[config.mk]
export PLATFORM = sky130hd
export DESIGN_NAME = stack_alu_seq
export DESIGN_NICKNAME = d
export VERILOG_FILES = /design/src/rtl/stack_alu_seq.sv
export SDC_FILE = /design/constraint.sdc
export NUM_CORES = 1
export LEC_CHECK = 0
export ABC_AREA = 1
export ABC_CLOCK_PERIOD_IN_PS = 12180
export CAP_MARGIN = 20
export CORE_ASPECT_RATIO = 1.1
export CORE_UTILIZATION = 50
export CTS_CLUSTER_SIZE = 16
export DETAILED_ROUTE_END_ITERATION = 8
export DONT_BUFFER_PORTS = 1
export PLACE_DENSITY_LB_ADDON = 0.1
export SLEW_MARGIN = 20
export SYNTH_ARGS = -nofsm -noshare
export SYNTH_HDL_FRONTEND = slang
export SYNTH_SLANG_ARGS = --single-unit
[constraint.sdc]
create_clock -name clk -period 12.18 [get_ports clk]
set_input_delay 1.827 -clock clk [delete_from_list [all_inputs] [get_ports clk]]
set_output_delay 1.827 -clock clk [all_outputs]
set_load 0.02 [all_outputs]
[src/rtl/stack_alu_seq.sv]
// stack_alu_seq: clocked LIFO stack ALU.
// Holds DEPTH signed N-bit words and executes one stack instruction per
// accepted cycle. Result, overflow, error and occupancy are all registered,
// so every output reflects the instruction sampled at the previous edge.
module stack_alu_seq #(
    parameter int N     = 16,
    parameter int DEPTH = 8,
    localparam int CW   = $clog2(DEPTH + 1)
) (
    input  logic          clk,
    input  logic          rst,
    input  logic [2:0]    opcode,
    input  logic          op_valid,
    input  logic [N-1:0]  input_data,
    output logic [N-1:0]  output_data,
    output logic          overflow,
    output logic          error,
    output logic          full,
    output logic          empty,
    output logic [CW-1:0] count
);

    localparam int IW = (DEPTH > 1) ? $clog2(DEPTH) : 1;

    typedef enum logic [2:0] {
        OP_NOP  = 3'b000,
        OP_SUB  = 3'b001,
        OP_DUP  = 3'b010,
        OP_SWAP = 3'b011,
        OP_ADD  = 3'b100,
        OP_MUL  = 3'b101,
        OP_PUSH = 3'b110,
        OP_POP  = 3'b111
    } opcode_e;

    // A sign-extended (N+1)-bit sum/difference overflowed when its two top bits differ.
    function automatic logic ext_ovf(input logic [N:0] s);
        return s[N] ^ s[N-1];
    endfunction

    // A 2N-bit signed product fits in N bits only if its upper N+1 bits are all equal.
    function automatic logic mul_ovf(input logic [2*N-1:0] p);
        logic [N:0] upper;
        upper = p[2*N-1:N-1];
        return !((upper == {(N+1){1'b0}}) || (upper == {(N+1){1'b1}}));
    endfunction

    // Storage and registered state. Entry r_count-1 is the top of stack.
    logic [N-1:0]  r_stack [DEPTH];
    logic [CW-1:0] r_count;
    logic [N-1:0]  r_out;
    logic          r_ovf;
    logic          r_err;

    // Pointer-derived indices and occupancy flags.
    logic [CW-1:0] w_top_cnt;
    logic [CW-1:0] w_sec_cnt;
    logic [IW-1:0] w_top_idx;
    logic [IW-1:0] w_sec_idx;
    logic [IW-1:0] w_push_idx;
    logic          w_full;
    logic          w_empty;
    logic          w_lt2;

    assign w_top_cnt  = r_count - CW'(1);
    assign w_sec_cnt  = r_count - CW'(2);
    assign w_top_idx  = w_top_cnt[IW-1:0];
    assign w_sec_idx  = w_sec_cnt[IW-1:0];
    assign w_push_idx = r_count[IW-1:0];
    assign w_full     = (r_count == CW'(DEPTH));
    assign w_empty    = (r_count == CW'(0));
    assign w_lt2      = (r_count < CW'(2));

    // Operands: A is the top entry, B the one below it.
    logic [N-1:0]   w_a;
    logic [N-1:0]   w_b;
    logic [N:0]     w_sum_ext;
    logic [N:0]     w_dif_ext;
    logic [2*N-1:0] w_a_ext;
    logic [2*N-1:0] w_b_ext;
    logic [2*N-1:0] w_prod;

    assign w_a       = r_stack[w_top_idx];
    assign w_b       = r_stack[w_sec_idx];
    assign w_sum_ext = {w_b[N-1], w_b} + {w_a[N-1], w_a};
    assign w_dif_ext = {w_b[N-1], w_b} - {w_a[N-1], w_a};
    // Low 2N bits of the product of sign-extended operands equal the signed product.
    assign w_a_ext   = {{N{w_a[N-1]}}, w_a};
    assign w_b_ext   = {{N{w_b[N-1]}}, w_b};
    assign w_prod    = w_b_ext * w_a_ext;

    logic [N-1:0] w_alu_res;
    logic         w_alu_ovf;

    // Select the arithmetic result and its overflow flag for ADD/SUB/MUL.
    always_comb begin
        w_alu_res = w_sum_ext[N-1:0];
        w_alu_ovf = 1'b0;
        case (opcode)
            OP_ADD: begin
                w_alu_res = w_sum_ext[N-1:0];
                w_alu_ovf = ext_ovf(w_sum_ext);
            end
            OP_SUB: begin
                w_alu_res = w_dif_ext[N-1:0];
                w_alu_ovf = ext_ovf(w_dif_ext);
            end
            OP_MUL: begin
                w_alu_res = w_prod[N-1:0];
                w_alu_ovf = mul_ovf(w_prod);
            end
            default: begin
                w_alu_res = w_sum_ext[N-1:0];
                w_alu_ovf = 1'b0;
            end
        endcase
    end

    logic [CW-1:0] w_nxt_count;
    logic [N-1:0]  w_nxt_out;
    logic          w_nxt_ovf;
    logic          w_nxt_err;
    logic          w_wr0_en;
    logic [IW-1:0] w_wr0_idx;
    logic [N-1:0]  w_wr0_data;
    logic          w_wr1_en;
    logic [IW-1:0] w_wr1_idx;
    logic [N-1:0]  w_wr1_data;

    // Decode the instruction into next state and up to two storage writes.
    // Illegal instructions leave everything untouched except the error pulse.
    always_comb begin
        w_nxt_count = r_count;
        w_nxt_out   = r_out;
        w_nxt_ovf   = r_ovf;
        w_nxt_err   = 1'b0;
        w_wr0_en    = 1'b0;
        w_wr0_idx   = w_push_idx;
        w_wr0_data  = input_data;
        w_wr1_en    = 1'b0;
        w_wr1_idx   = w_sec_idx;
        w_wr1_data  = w_a;
        if (op_valid) begin
            case (opcode)
                OP_NOP: begin
                    w_nxt_err = 1'b0;
                end
                OP_PUSH: begin
                    if (w_full) begin
                        w_nxt_err = 1'b1;
                    end else begin
                        w_wr0_en    = 1'b1;
                        w_wr0_idx   = w_push_idx;
                        w_wr0_data  = input_data;
                        w_nxt_count = r_count + CW'(1);
                        w_nxt_out   = input_data;
                        w_nxt_ovf   = 1'b0;
                    end
                end
                OP_POP: begin
                    if (w_empty) begin
                        w_nxt_err = 1'b1;
                    end else begin
                        w_nxt_count = r_count - CW'(1);
                        w_nxt_out   = w_a;
                        w_nxt_ovf   = 1'b0;
                    end
                end
                OP_DUP: begin
                    if (w_full || w_empty) begin
                        w_nxt_err = 1'b1;
                    end else begin
                        w_wr0_en    = 1'b1;
                        w_wr0_idx   = w_push_idx;
                        w_wr0_data  = w_a;
                        w_nxt_count = r_count + CW'(1);
                        w_nxt_out   = w_a;
                        w_nxt_ovf   = 1'b0;
                    end
                end
                OP_SWAP: begin
                    if (w_lt2) begin
                        w_nxt_err = 1'b1;
                    end else begin
                        w_wr0_en   = 1'b1;
                        w_wr0_idx  = w_top_idx;
                        w_wr0_data = w_b;
                        w_wr1_en   = 1'b1;
                        w_wr1_idx  = w_sec_idx;
                        w_wr1_data = w_a;
                        w_nxt_out  = w_b;
                        w_nxt_ovf  = 1'b0;
                    end
                end
                OP_ADD, OP_SUB, OP_MUL: begin
                    if (w_lt2) begin
                        w_nxt_err = 1'b1;
                    end else begin
                        // R replaces B; A is dropped by the count decrement.
                        w_wr1_en    = 1'b1;
                        w_wr1_idx   = w_sec_idx;
                        w_wr1_data  = w_alu_res;
                        w_nxt_count = r_count - CW'(1);
                        w_nxt_out   = w_alu_res;
                        w_nxt_ovf   = w_alu_ovf;
                    end
                end
                default: begin
                    w_nxt_err = 1'b0;
                end
            endcase
        end else begin
            w_nxt_err = 1'b0;
        end
    end

    // Control/result registers; reset takes priority over any instruction.
    always_ff @(posedge clk) begin
        if (rst) begin
            r_count <= CW'(0);
            r_out   <= {N{1'b0}};
            r_ovf   <= 1'b0;
            r_err   <= 1'b0;
        end else begin
            r_count <= w_nxt_count;
            r_out   <= w_nxt_out;
            r_ovf   <= w_nxt_ovf;
            r_err   <= w_nxt_err;
        end
    end

    // Stack storage: never cleared, but writes are suppressed while in reset.
    always_ff @(posedge clk) begin
        if (!rst) begin
            if (w_wr0_en) begin
                r_stack[w_wr0_idx] <= w_wr0_data;
            end
            if (w_wr1_en) begin
                r_stack[w_wr1_idx] <= w_wr1_data;
            end
        end
    end

    assign output_data = r_out;
    assign overflow    = r_ovf;
    assign error       = r_err;
    assign count       = r_count;
    assign full        = w_full;
    assign empty       = w_empty;

endmodule

Word-level counts from Yosys, hierarchy flattened
Memory sizes are Yosys's and may differ from the RTL's.
Cells that the tools add are included.
{ "word_totals": {"n_memories": 1, "input_bits": 22, "ramBits": 128, "word_cells": 89, "regBits": 22, "out_inout_bits": 24} }
{ "classes": {"n_mul": 1, "n_bitwise": 3, "n_mux": 47, "n_lt_le_gt_ge": 1, "addsub": 5, "eq_ne": 14, "n_reduce_logical": 13} }
{ "mem_list": {"columns": ["memory", "depth", "width", "read_ports", "rd_clocked_by_memory_dff", "wr", "line_no", "text"], "rows": [
  ["r_stack", 8, 16, 2, 0, 2, "49", "logic [N-1:0] r_stack [DEPTH];"]
]} }
{ "ops": {"columns": ["cell", "n"], "rows": [
  ["$mux 16", 11],
  ["$pmux 16 s5", 1],
  ["$pmux 16 s2", 2],
  ["$mul 16x16->32", 1],
  ["$mux 1", 21],
  ["$add 16x16->17", 1],
  ["$eq 17x17->1 const B", 1],
  ["$logic_not 17->1", 1],
  ["$sub 16x16->17", 1],
  ["$mux 4", 4],
  ["$pmux 4 s4", 1],
  ["$eq 3x3->1 const B", 4],
  ["$ne 2x2->1 const B", 5],
  ["$pmux 1 s5", 2],
  ["$mux 3", 3],
  ["$reduce_and 7->1", 1],
  ["$eq 3x2->1 const B", 2],
  ["$pmux 1 s3", 2],
  ["$reduce_and 6->1", 1],
  ["$reduce_bool 5->1", 1],
  ["$add 4x1->4 const B", 1],
  ["$eq 4x4->1 const B", 1],
  ["$logic_not 4->1", 1],
  ["$lt 4x2->1 const B", 1],
  ["other kinds (12)", 14]
]} }

Longest topological paths before layout
An unclocked memory read counts as a cell.
{ "logic_depth": {"ltp_word": 9, "mapped_depth": 44, "ltp_nobuf": 41} }

Least setup slack after synthesis
OpenSTA, ideal clock, no wires.
{ "synth_path": {"path_kind": "reg2reg", "start": "register r_count[0], in the netlist count[0]", "end": "register r_ovf, in the netlist overflow", "stages_incl_launch_ff": 39, "synth_period_minus_slack_ns": 7.457, "n_path_buf": 6, "setup_slack_ns": 4.723, "setup_time_ns": 0.070, "t_arrival_ns": 7.387, "required_ns": 12.110, "cell_sequence": "dfxtp_1 -> inv_2 -> buf_2 -> buf_2 -> ha_1 -> buf_2 -> inv_2 -> buf_4 -> buf_2 -> a21oi_1 -> o21ai_0 -> nand3_1 -> nand2_1 -> clkbuf_1 -> nor2_1 -> fa_1 -> fa_1 -> inv_1 -> (+3 left out) -> fa_1 -> inv_1 -> ha_1 -> nand2_1 -> inv_1 -> nand2_1 -> nand2_1 -> a21oi_1 -> nand3_1 -> a21oi_1 -> inv_1 -> nand3_1 -> nand2_1 -> nand3_1 -> nand3_1 -> nand2_1 -> nand2_1 -> a21oi_1"} }
{ "synth_via": {"elab_chain_len": 9, "elab_cells_between_ends": 25, "classes_between": "4 x add/sub; 1 x mul; 1 x order compare; 7 x eq/ne; 3 x mux; 2 x bitwise; 6 x reduce/logical; 1 x memory"} }
{ "synth_rtl": {"columns": ["element", "line_no", "text"], "rows": [
  ["start, declared", "50", "logic [CW-1:0] r_count;"],
  ["start signal, assigned", "225", "r_count <= w_nxt_count;"],
  ["$sub 4x1->4 or $sub 3x2->3 (tied branches)", null, null],
  ["$mem_v2 8x16", null, null],
  ["$mul 16x16->32", "90", "assign w_prod = w_b_ext * w_a_ext;"],
  ["$eq 17x17->1 or $logic_not 17->1 (tied branches)", "45", "return !((upper == {(N+1){1'b0}}) || (upper == {(N+1){1'b1}}));"],
  ["$logic_or 1x1->1", "45", null],
  ["$logic_not 1->1", "45", null],
  ["$pmux 1 s3", "99", "case (opcode)"],
  ["$mux 1", "196", "if (w_lt2) begin"],
  ["$pmux 1 s5", "144", "case (opcode)"],
  ["end signal, assigned", "227", "r_ovf <= w_nxt_ovf;"],
  ["end, declared", "52", "logic r_ovf;"]
]} }
Several ways; a longest one is shown, not always the timed one. The select of a mux whose other input is x is not followed.
A chain may end at the register's enable or synchronous reset.

Final worst setup path
Ends and elaborated chain as after synthesis.

==> out/results.txt <==
The run finished with clean final reports. The class of the tightest hold or removal check was reg2reg. On the worst path, the slowest cell contributes a delay of 840 ps.

For the pin with the worst max-slew slack, the measured transition is 1040 ps. The sequential-to-total area share from yosys stat was 0.194; the length in cells of the worst reg-to-reg path was 33. The run gives 76.2 mm as the total routed wirelength. The tree is rooted in a sky130_fd_sc_hd__clkbuf_16. The H-tree generated during clock tree synthesis spans 4 levels. The worst setup path is launched from a flip-flop.

Setup violations remaining at the end of the flow were counted as 0. For the placer congestion estimate, the log shows 1.04. Setup repair after global routing left no endpoint under its margin.

In the final routed layout, each cell accounts on average for 21.7 microns. The critical path is of the reg2reg type. The post-synth design cell area came out at 22100 sq um. The violation count after the first detailed-route iteration was 2215. STA classifies the critical path endpoint as a flip-flop. Final critical-path share of the clock period: 0.827. The placeable core region is 43500 sq um, and the arrival time of the worst setup path is 10410 ps. Leaving out filler cells and counting taps, the final layout contains 3508. The run gives 20400 as the number of vias in the routed layout. The die covers 45100 sq um.

The critical path contains buffers and inverters numbering 5 combined. Yosys mapped the design onto 57 distinct sky130hd cell types. Row generation in the floorplan step produced 80 rows.

Critical path startpoint: count[0]. Launch point of the worst reg-to-reg path: count[0]. The logs give 12520 ps for the worst path required time and 23100 sq um for the final design area excluding fillers. Cell repeated most along the worst path: sky130_fd_sc_hd__nand2_1. The tools report the global-route wire length before repair as 117 mm. The mean instance size in the synthesized netlist works out to 7.38 sq um.

0 antenna diodes ended up in the layout. The logs give 0 for the count of final max-slew check failures and 2110 ps for the internal reg-to-reg setup slack. The number of antenna violations at the first check in global routing is 2, and the count of yosys warnings during synthesis is 0. In this run the tool buffered the top-level ports with 0 buffer cells.

The clock passes through at most 2 buffers. Worst-case headroom to the max-slew limit: 0.303. The tools report the number of maximum-capacitance violations as 0. The most used flip-flop cell after synthesis is sky130_fd_sc_hd__edfxtp_1. Among all cell types in the netlist, the one instantiated most often is sky130_fd_sc_hd__nand2_1. The clock-pin slew on the worst setup and hold paths works out to 70 ps.

The count of nets left with antenna violations once routing finished came out at 0. For this run, the detailed router's first-pass iteration total came to 6. 46 I/O pins were placed. The run gives 0 as the count of instances resized after the clock tree is built. For the global-route total usage across every layer, the log shows 0.346. The most critical setup path has its endpoint at overflow. Die boundary height: 223 microns.

For the number of buffers created by CTS, the log shows 17. The total half-perimeter wirelength after legalization and detailed placement is 58.9 mm, and the highest net fanout along the worst path is 76. The starting utilization of the core area was 0.508; the number of buffers inserted for hold repair after clock tree synthesis was 0. For the number of buffers inserted by post-CTS setup repair, the log shows 0. At the later pin of the worst-skew pair, clock insertion delay measures 450 ps. Counting flops with a built-in enable in the synthesized netlist gives 128.

The post-synthesis async set-or-reset flop share was 0. The tools report the clock skew after layout as 11.4 ps. The share of Yosys cell area claimed by the top area cell type came out at 0.239. The biggest area contributor in the post-synthesis netlist is sky130_fd_sc_hd__fa_1. The minimum period implied by the final worst setup slack came out at 10070 ps.

The fraction of layout cells with a size suffix above 1 came out at 0.0654. Relative to the synthesized area, the layout overhead comes to 4.35%. In the routed design, unresolved DRC markers number 0. Summed over all layers, the global routing overflow is 0. The net count after synthesis came out at 3405. Among cell families on the critical path, the largest total delay comes from simple AND/OR/NAND/NOR gates. For this run, the post-layout net count is 3329. By area the synthesized netlist is led by sky130_fd_sc_hd__fa_1 24%, sky130_fd_sc_hd__edfxtp_1 17%, sky130_fd_sc_hd__nand2_1 12%, sky130_fd_sc_hd__inv_1 8.3%, sky130_fd_sc_hd__ha_1 6.9%.

Synthesis handed over a netlist of 2997 instances. The post-synthesis sequential element count was 150. Entering global routing, the biggest net connects 77 pins. Number of global-route vias before repair: 20000. The endpoint identified for the worst register-to-register timing path is overflow.

The number of clock sinks came out at 150. The tools report the final hold violation count as 0. By count the netlist is led by 715 x sky130_fd_sc_hd__nand2_1, 490 x sky130_fd_sc_hd__inv_1, 264 x sky130_fd_sc_hd__fa_1. Derived from the worst setup path, the maximum achievable clock frequency is 99.3 MHz.

Chip width: 203 microns. The instance area at placement was 22500 sq um. Counting instances, the worst hold path has a depth of 2.

Counting buffers and inverters, the worst setup path is 33 cells deep. In the routed layout, each cell is associated on average with a via count of 5.82. TritonCTS built the clock tree. Including well taps, the total number of placed cells is 3476. Setup total negative slack on the finished layout was measured at 0 ps. Library cell contributing the largest single delay on the critical path: sky130_fd_sc_hd__dfxtp_4.
## worst min-delay path by stage
stage                    startpoint         endpoint
floorplan           output_data[15]  output_data[15]
global placement     output_data[7]   output_data[7]
detailed placement  output_data[11]  output_data[11]
CTS                 output_data[11]  output_data[11]
global route        output_data[13]  output_data[13]
finish              output_data[10]  output_data[10]
## through the flow
stage | utilization | hold WS [ps] | setup WS (ps)
2_1_floorplan | - | 541 | 4720
3_3_place_gp | 0.516 | 552 | 2340
3_5_place_dp | 0.517 | 556 | 2340
4_1_cts | 0.530 | 568 | 2310
5_1_grt | 0.530 | 579 | 1600
6_report | 0.530 | 563 | 2110
## tightest hold or removal path, stage by stage, from the launching register on
cell	delay, ps
sky130_fd_sc_hd__dfxtp_1	380
sky130_fd_sc_hd__nand2_1	90
sky130_fd_sc_hd__a21oi_1	60
## layout by cell type (no fill, tap or decap), drive strengths merged, types with 27 or more instances in the layout
master,instances
a21oi,173
buf,27
edfxtp,128
fa,264
ha,122
inv,568
nand2,732
nand3,125
nand4,31
nor2,243
o211ai,35
o21ai,306
## per-layer routing
metal / wire, microns / track usage / vias to the layer above
met3: 7900 / 0.0673 / 157
li1: - / - / 9379
met5: 13 / 0 / -
met4: 2910 / 0.128 / 2
met1: 32100 / 0.485 / 9819
met2: 33300 / 0.528 / 1056
## sequential cells by signal, indices dropped and copies added, names as in the netlist
name / count
r_stack: 128
overflow: 1
error: 1
output_data: 16
count: 4
## layout make-up
class	instances	area, sq um
repair buffers	27	203
fillers	4300	20500
multi-input cells	2157	15200
well taps	574	718
clock inverters	12	88.8
clock buffers	20	479
flip-flops and latches	150	4290
inverters	568	2140
## cell families (layout without fill, tap and decap cells)
family	count (synthesis)	after routing	share of synthesized area
compound gates	582	582	0.148
xor+xnor	34	34	0.0135
fa+ha+maj	386	386	0.308
buf+inv	690	627	0.123
flops	150	150	0.194
simple gates	1155	1155	0.214
Power is not shown: default switching activity piles up to over one toggle a cycle in this logic, so the estimate is an artifact.
